## src/rtl/snake_fb_update_ctrl_pkg.sv

```systemverilog
// Shared definitions for the snake frame-buffer redraw controller:
// cell codes, FSM encoding and the default grid depth.
package snake_fb_update_ctrl_pkg;

   localparam logic [1:0] CELL_EMPTY      = 2'b00;
   localparam logic [1:0] CELL_SNAKE_BODY = 2'b01;
   localparam logic [1:0] CELL_SNAKE_HEAD = 2'b10;
   localparam logic [1:0] CELL_FOOD       = 2'b11;

   localparam int GRID_W_DEFAULT = 60;
   localparam int GRID_H_DEFAULT = 40;
   localparam int GRID_DEPTH     = GRID_W_DEFAULT * GRID_H_DEFAULT;

   typedef enum logic [2:0] {
      IDLE  = 3'd0,
      CLEAR = 3'd1,
      SNAKE = 3'd2,
      DRAIN = 3'd3,
      HEAD  = 3'd4,
      FOOD  = 3'd5
   } state_t;

endpackage

```

## src/rtl/snake_fb_update_ctrl_seg_rd_arbiter.sv

```systemverilog
// Fixed-priority arbiter for the segment RAM read port: the game core
// always wins, the redraw controller only gets the port when it is free.
module snake_seg_rd_arbiter #(
   parameter int S_ADDR_W = 8
) (
   input  logic                game_rd_req,
   input  logic                ctrl_rd_req,
   input  logic [S_ADDR_W-1:0] ctrl_rd_addr,
   output logic                seg_rd_en,
   output logic [S_ADDR_W-1:0] seg_rd_addr,
   output logic                ctrl_grant
);

   assign ctrl_grant  = ctrl_rd_req & ~game_rd_req;
   assign seg_rd_en   = ctrl_grant;
   assign seg_rd_addr = ctrl_rd_addr;

endmodule

```

## src/rtl/snake_fb_update_ctrl.sv

```systemverilog
// Per-frame redraw sequencer for the 2-bit snake frame buffer: clear pass,
// body walk through the shared segment RAM, then head and food stamps.
module snake_fb_update_ctrl
   import snake_fb_update_ctrl_pkg::*;
#(
   parameter int X_BITS    = 6,
   parameter int Y_BITS    = 6,
   parameter int S_LEN_W   = 8,
   parameter int S_ADDR_W  = 8,
   parameter int GRID_W    = 60,
   parameter int GRID_H    = 40,
   parameter int FB_ADDR_W = 12
) (
   input  logic                 sys_clk,
   input  logic                 sys_reset_n,
   input  logic                 frame_tick,
   input  logic [S_LEN_W-1:0]   snake_length_in,
   input  logic [X_BITS-1:0]    snake_head_x_in,
   input  logic [Y_BITS-1:0]    snake_head_y_in,
   input  logic [X_BITS-1:0]    food_x_in,
   input  logic [Y_BITS-1:0]    food_y_in,
   input  logic                 game_rd_req,
   output logic                 seg_rd_en,
   output logic [S_ADDR_W-1:0]  seg_rd_addr,
   input  logic [X_BITS-1:0]    seg_x_in,
   input  logic [Y_BITS-1:0]    seg_y_in,
   input  logic                 seg_valid_in,
   output logic                 fb_we,
   output logic [FB_ADDR_W-1:0] fb_waddr,
   output logic [1:0]           fb_wdata,
   output logic                 busy,
   output logic                 frame_done,
   output logic                 overrun,
   output state_t               dbg_state
);

   localparam int DEPTH = GRID_W * GRID_H;

   state_t                state, next_state;
   logic [FB_ADDR_W-1:0]  clr_cnt, clr_cnt_nx;
   logic [S_ADDR_W-1:0]   seg_cnt, seg_cnt_nx;
   logic [S_LEN_W-1:0]    len_q;
   logic [X_BITS-1:0]     head_x_q, food_x_q;
   logic [Y_BITS-1:0]     head_y_q, food_y_q;
   logic                  rd_pending;
   logic                  snap;
   logic                  ctrl_rd_req, ctrl_grant;
   logic                  wr_en;
   logic [FB_ADDR_W-1:0]  wr_addr;
   logic [1:0]            wr_data;

   function automatic logic in_grid(input logic [X_BITS-1:0] x, input logic [Y_BITS-1:0] y);
      return (32'(x) < 32'(GRID_W)) && (32'(y) < 32'(GRID_H));
   endfunction

   function automatic logic [FB_ADDR_W-1:0] cell_addr(input logic [X_BITS-1:0] x,
                                                      input logic [Y_BITS-1:0] y);
      logic [31:0] full;
      full = 32'(y) * 32'(GRID_W) + 32'(x);
      return full[FB_ADDR_W-1:0];
   endfunction

   // Segment read port: seg_rd_en is a request issued only while the game core
   // leaves the port idle; data returns exactly one cycle later qualified by
   // seg_valid_in, with no backpressure in either direction.
   assign ctrl_rd_req = sys_reset_n && (state == SNAKE);

   snake_seg_rd_arbiter #(.S_ADDR_W(S_ADDR_W)) u_arb (
      .game_rd_req  (game_rd_req),
      .ctrl_rd_req  (ctrl_rd_req),
      .ctrl_rd_addr (seg_cnt),
      .seg_rd_en    (seg_rd_en),
      .seg_rd_addr  (seg_rd_addr),
      .ctrl_grant   (ctrl_grant)
   );

   assign busy      = (state != IDLE);
   assign overrun   = sys_reset_n && frame_tick && (state != IDLE);
   assign dbg_state = state;

   always_comb begin
      next_state = state;
      clr_cnt_nx = clr_cnt;
      seg_cnt_nx = seg_cnt;
      snap       = 1'b0;
      wr_en      = 1'b0;
      wr_addr    = '0;
      wr_data    = CELL_EMPTY;

      // Body returns can land in any state; the FSM never overlaps them with its own writes.
      if (rd_pending && seg_valid_in && in_grid(seg_x_in, seg_y_in)) begin
         wr_en   = 1'b1;
         wr_addr = cell_addr(seg_x_in, seg_y_in);
         wr_data = CELL_SNAKE_BODY;
      end

      case (state)
         IDLE: begin
            if (frame_tick) begin
               snap       = 1'b1;
               clr_cnt_nx = '0;
               next_state = CLEAR;
            end
         end
         CLEAR: begin
            wr_en   = 1'b1;
            wr_addr = clr_cnt;
            wr_data = CELL_EMPTY;
            if (clr_cnt == FB_ADDR_W'(DEPTH - 1)) begin
               clr_cnt_nx = '0;
               seg_cnt_nx = S_ADDR_W'(1);
               next_state = (len_q <= S_LEN_W'(1)) ? HEAD : SNAKE;
            end else begin
               clr_cnt_nx = clr_cnt + 1'b1;
            end
         end
         SNAKE: begin
            if (ctrl_grant) begin
               seg_cnt_nx = seg_cnt + 1'b1;
               if ((32'(seg_cnt) + 32'd1) == 32'(len_q)) next_state = DRAIN;
            end
         end
         DRAIN: next_state = HEAD;
         HEAD: begin
            if (in_grid(head_x_q, head_y_q)) begin
               wr_en   = 1'b1;
               wr_addr = cell_addr(head_x_q, head_y_q);
               wr_data = CELL_SNAKE_HEAD;
            end
            next_state = FOOD;
         end
         FOOD: begin
            if (in_grid(food_x_q, food_y_q)) begin
               wr_en   = 1'b1;
               wr_addr = cell_addr(food_x_q, food_y_q);
               wr_data = CELL_FOOD;
            end
            next_state = IDLE;
         end
         default: next_state = IDLE;
      endcase
   end

   always_ff @(posedge sys_clk) begin
      if (!sys_reset_n) begin
         state      <= CLEAR;
         clr_cnt    <= '0;
         seg_cnt    <= S_ADDR_W'(1);
         rd_pending <= 1'b0;
         fb_we      <= 1'b0;
         fb_waddr   <= '0;
         fb_wdata   <= CELL_EMPTY;
         frame_done <= 1'b0;
         // Off-grid snapshot: the power-up frame is a pure clear pass.
         len_q      <= '0;
         head_x_q   <= '1;
         head_y_q   <= '1;
         food_x_q   <= '1;
         food_y_q   <= '1;
      end else begin
         state      <= next_state;
         clr_cnt    <= clr_cnt_nx;
         seg_cnt    <= seg_cnt_nx;
         rd_pending <= seg_rd_en;
         fb_we      <= wr_en;
         fb_waddr   <= wr_addr;
         fb_wdata   <= wr_data;
         frame_done <= (state == FOOD);
         if (snap) begin
            len_q    <= snake_length_in;
            head_x_q <= snake_head_x_in;
            head_y_q <= snake_head_y_in;
            food_x_q <= food_x_in;
            food_y_q <= food_y_in;
         end
      end
   end

endmodule

```

## config.mk

```make
export PLATFORM = sky130hd
export DESIGN_NAME = snake_fb_update_ctrl
export DESIGN_NICKNAME = d
export VERILOG_FILES = /design/src/rtl/snake_fb_update_ctrl_pkg.sv /design/src/rtl/snake_fb_update_ctrl_seg_rd_arbiter.sv /design/src/rtl/snake_fb_update_ctrl.sv
export SDC_FILE = /design/constraint.sdc
export NUM_CORES = 1
export LEC_CHECK = 0
export ABC_AREA = 1
export CAP_MARGIN = 25
export CORE_ASPECT_RATIO = 1.2
export CORE_MARGIN = 2
export CORE_UTILIZATION = 51
export CTS_CLUSTER_DIAMETER = 100
export DETAILED_ROUTE_END_ITERATION = 16
export PLACE_DENSITY = 0.82
export SETUP_SLACK_MARGIN = 0.02
export SLEW_MARGIN = 25
export SYNTH_ARGS = -nofsm -noshare
export SYNTH_HDL_FRONTEND = slang
export SYNTH_SLANG_ARGS = --single-unit
```

## constraint.sdc

```tcl
create_clock -name sys_clk -period 3.9 [get_ports sys_clk]
set_input_delay 0.975 -clock sys_clk [delete_from_list [all_inputs] [get_ports sys_clk]]
set_output_delay 0.975 -clock sys_clk [all_outputs]
set_load 0.02 [all_outputs]
```

==> flow_summary.toml <==
[cells_and_area]
drive_above_1_share_pct = 9.061
antenna_cells = 0
layout.nets = 1035
layoutNonFillerInstCount = 1037
areaGrowthSynthToFinish_pct = 25.61

[drt]
top_layer = "met4"
wl_per_cell_um = 13.84
ant_nets = 0
remaining_drc_errors = 0
vias = 5624
wl_met3_um = 740
routed_via_density = 5.423
route.met2.wl_um = 7075
firstDrtPassIters = 5
wl_met1_um = 6232
routed_wirelength_um = 14350
drt_iter0_drc = 393

[grt]
first_global_vias = 5231
grt_max_degree = 42
groute.usage.overall_pct = 24.61
grt_pass1_wl_um = 24000
gr-total-overflow = 0
grt_antenna_before_repair = 0

[worst_hold_path]
hold_depth = 2
hold_class = "register to register"
hp-start = "len_q[6]"
holdPathEnd = "len_q[6]"

[die]
die_w_um = 100.8
io_pins = 79
start_util_pct = 52.23
num_rows = 42
core-area_um2 = 10980
die_y_um = 120.2
die_area_um2 = 12120

[clock_tree]
cts.sinks = 72
numCtsBuffers = 9
cts.clk_slew.worst_paths_ps = 60
cts_tree = "done"
htree_levels = 3
clkLatencyLatePin_ps = 340
cts_root_buffer = "clkbuf_16"
clockBufferDepth = 2
cts_hold_buf = 0

[timing]
worst_pin_slew_ps = 717.3
finalSetupViolCount = 0
finalCriticalPeriod_ps = 3770
slew_headroom_pct = 52.12
slew_viol_final = 0
hold_viol_final = 0
timing.fmax_mhz = 265.2
worst_slack_ps = 129.6
fin_crit_sh_pct = 96.68
fin_skew_ps = 8.045

[setup_path]
reg2regPathDepth = 17
worstSetupPathType = "input port to register"
rrSetupSlack_ps = 440
timing.rr.start = "head_y_q[0]"
start_kind = "input port"
crit_fanout = 3
cp.arrival_ps = 4060
r2r-end = "fb_waddr[11]"
endpoint_kind = "register"
cp_data_required_time_ps = 4190

[synth]
synth_area_um2 = 5737
synth_edf_count = 0
ys_warn_count = 0
seq_area_frac_synth_pct = 25.13
async_flop_share_pct = 0
syn_avg_cell_area_um2 = 7.216
synth_top_cell_by_area = "dfxtp_1"
yosys-top-cells-area = "dfxtp_1, nand2_1, ha_1"
yosysMostFrequentCell = "nand2_1"
synth.top_cell.area_share_pct = 25.13
synth_common_cells = "nand2_1, inv_1, dfxtp_1"
yosys.cell_types.count = 42
synthCells = 795
ys.flop_type = "dfxtp_1"
syn_nets = 930
ys_ff_latch = 72

[placement]
portBuffers = 78
place_hpwl_um = 11100
dpl.cell_count = 1020
gp_congestion = 0.9301
dp_slack_ps = -523.7

[power]
ir_drop_v = 0.0004016
leakage_nw = 3.276
p_per_area_nw_per_um2 = 725.7

[job]
drv_cap = 0

[outcome]
status = "finished, final reports clean"
cell usage in the layout (no fill, tap or decap), drive strengths merged:
master         count
nand2            195
inv              116
clkdlybuf4s50     74
dfxtp             72
nor2              69
nand3             62
ha                56
a21oi             47
o21ai             35
fa                30
buf               30
clkbuf            17
nand4             16
o211ai            13
xor2              13
nor3               8
xnor2              7
nand3b             5
o32ai              5
o22ai              4
o221ai             4
or2                3
a221oi             3
o31ai              3
and3               2
nor4               2
a32o               2
a211oi             2
a31oi              1
a21boi             1
a41oi              1
a21o               1
o21a               1
o31a               1
a211o              1
clkinv             1
clkinvlp           1
dlymetal6s2s       1
metrics by stage:
| stage | power [mW] | hold WS (ps) | utilization [%] | area (um2) | setup TNS (ps) |
|---|---|---|---|---|---|
| after floorplan | 3.504 | 455.6 | - | 5737 | 0 |
| after global placement | 4.252 | 472.2 | 62.33 | 6845 | -1765 |
| after detailed placement | 4.322 | 482.1 | 62.33 | 6845 | -2042 |
| after CTS | 5.146 | 493.1 | 65.03 | 7142 | 0 |
| after global routing | 5.768 | 515.8 | 65.61 | 7206 | -83.95 |
| final | 5.229 | 498.1 | 65.61 | 7206 | 0 |
kinds of logic (layout without fill, tap and decap cells):
family	after synthesis	count (layout)	share of synthesized area, %
compound gates	125	125	13.15
xor+xnor	20	20	3.053
fa+ha+maj	86	86	22.68
buf+inv	130	240	8.593
flops	72	72	25.13
simple gates	362	362	27.39
critical path, stage by stage:
cell and delay, ps:
clkbuf_2 100, fa_1 580, fa_1 460, fa_1 530, ha_4 300, inv_2 50
nor2_2 80, nand2_1 80, nand2_2 90, nand3_2 90, nor2_2 110, nand2_1 70
nand2_2 80, nand3_2 90, nand2_1 90, nand3_1 80, nand3_1 100, nand2_1 50
inv_1 40
per-layer routing:
metal	global-route usage [%]	up-vias
met4	8.219	0
li1	-	2822
met2	41.46	166
met1	31.91	2612
met3	3.988	24
met5	0	-
power breakdown:
group	internal, mW	leakage [nW]	switching (mW)	total [mW]
clock network	0.483	0.139	0.320	0.802
logic	1.33	2.55	2.14	3.46
registers	0.845	0.585	0.121	0.966
state kept, by name (all words and copies together), names as in the netlist, 6 cells and up:
signal,flops
seg_cnt,8
head_x_q,6
fb_waddr,12
food_y_q,6
len_q,8
head_y_q,6
food_x_q,6
clr_cnt,12
what timing repair did:
action                                  in CTS  in global routing
gates resized for setup                      7                 20
setup buffers                                0                  1
cloned                                       0                  0
endpoints found under the setup margin       4                  4
pin swaps                                    6                 12
how the worst max path moves through the flow:
stage                            from      endpoint  slack (ps)  depth (start not counted)
final                     seg_y_in[0]  fb_waddr[11]         130                         19
after floorplan           seg_y_in[0]  fb_waddr[10]          80                         14
after global placement    seg_y_in[0]  fb_waddr[10]        -470                         15
after detailed placement  seg_y_in[0]  fb_waddr[11]        -520                         18
after global routing      seg_y_in[0]  fb_waddr[10]         -50                         15
after CTS                 seg_y_in[2]  fb_waddr[11]          30                         19
final cells by class:
| class | instances | area [um2] |
|---|---|---|
| fill | 947 | 3777 |
| clock buffer | 14 | 274.0 |
| tap | 132 | 165.2 |
| inverter | 116 | 435.4 |
| timing repair buffer | 108 | 993.5 |
| clock inverter | 2 | 12.51 |
| sequential | 72 | 1441 |
| multi-input combinational | 593 | 3884 |
(Power assumes the default switching activity.)
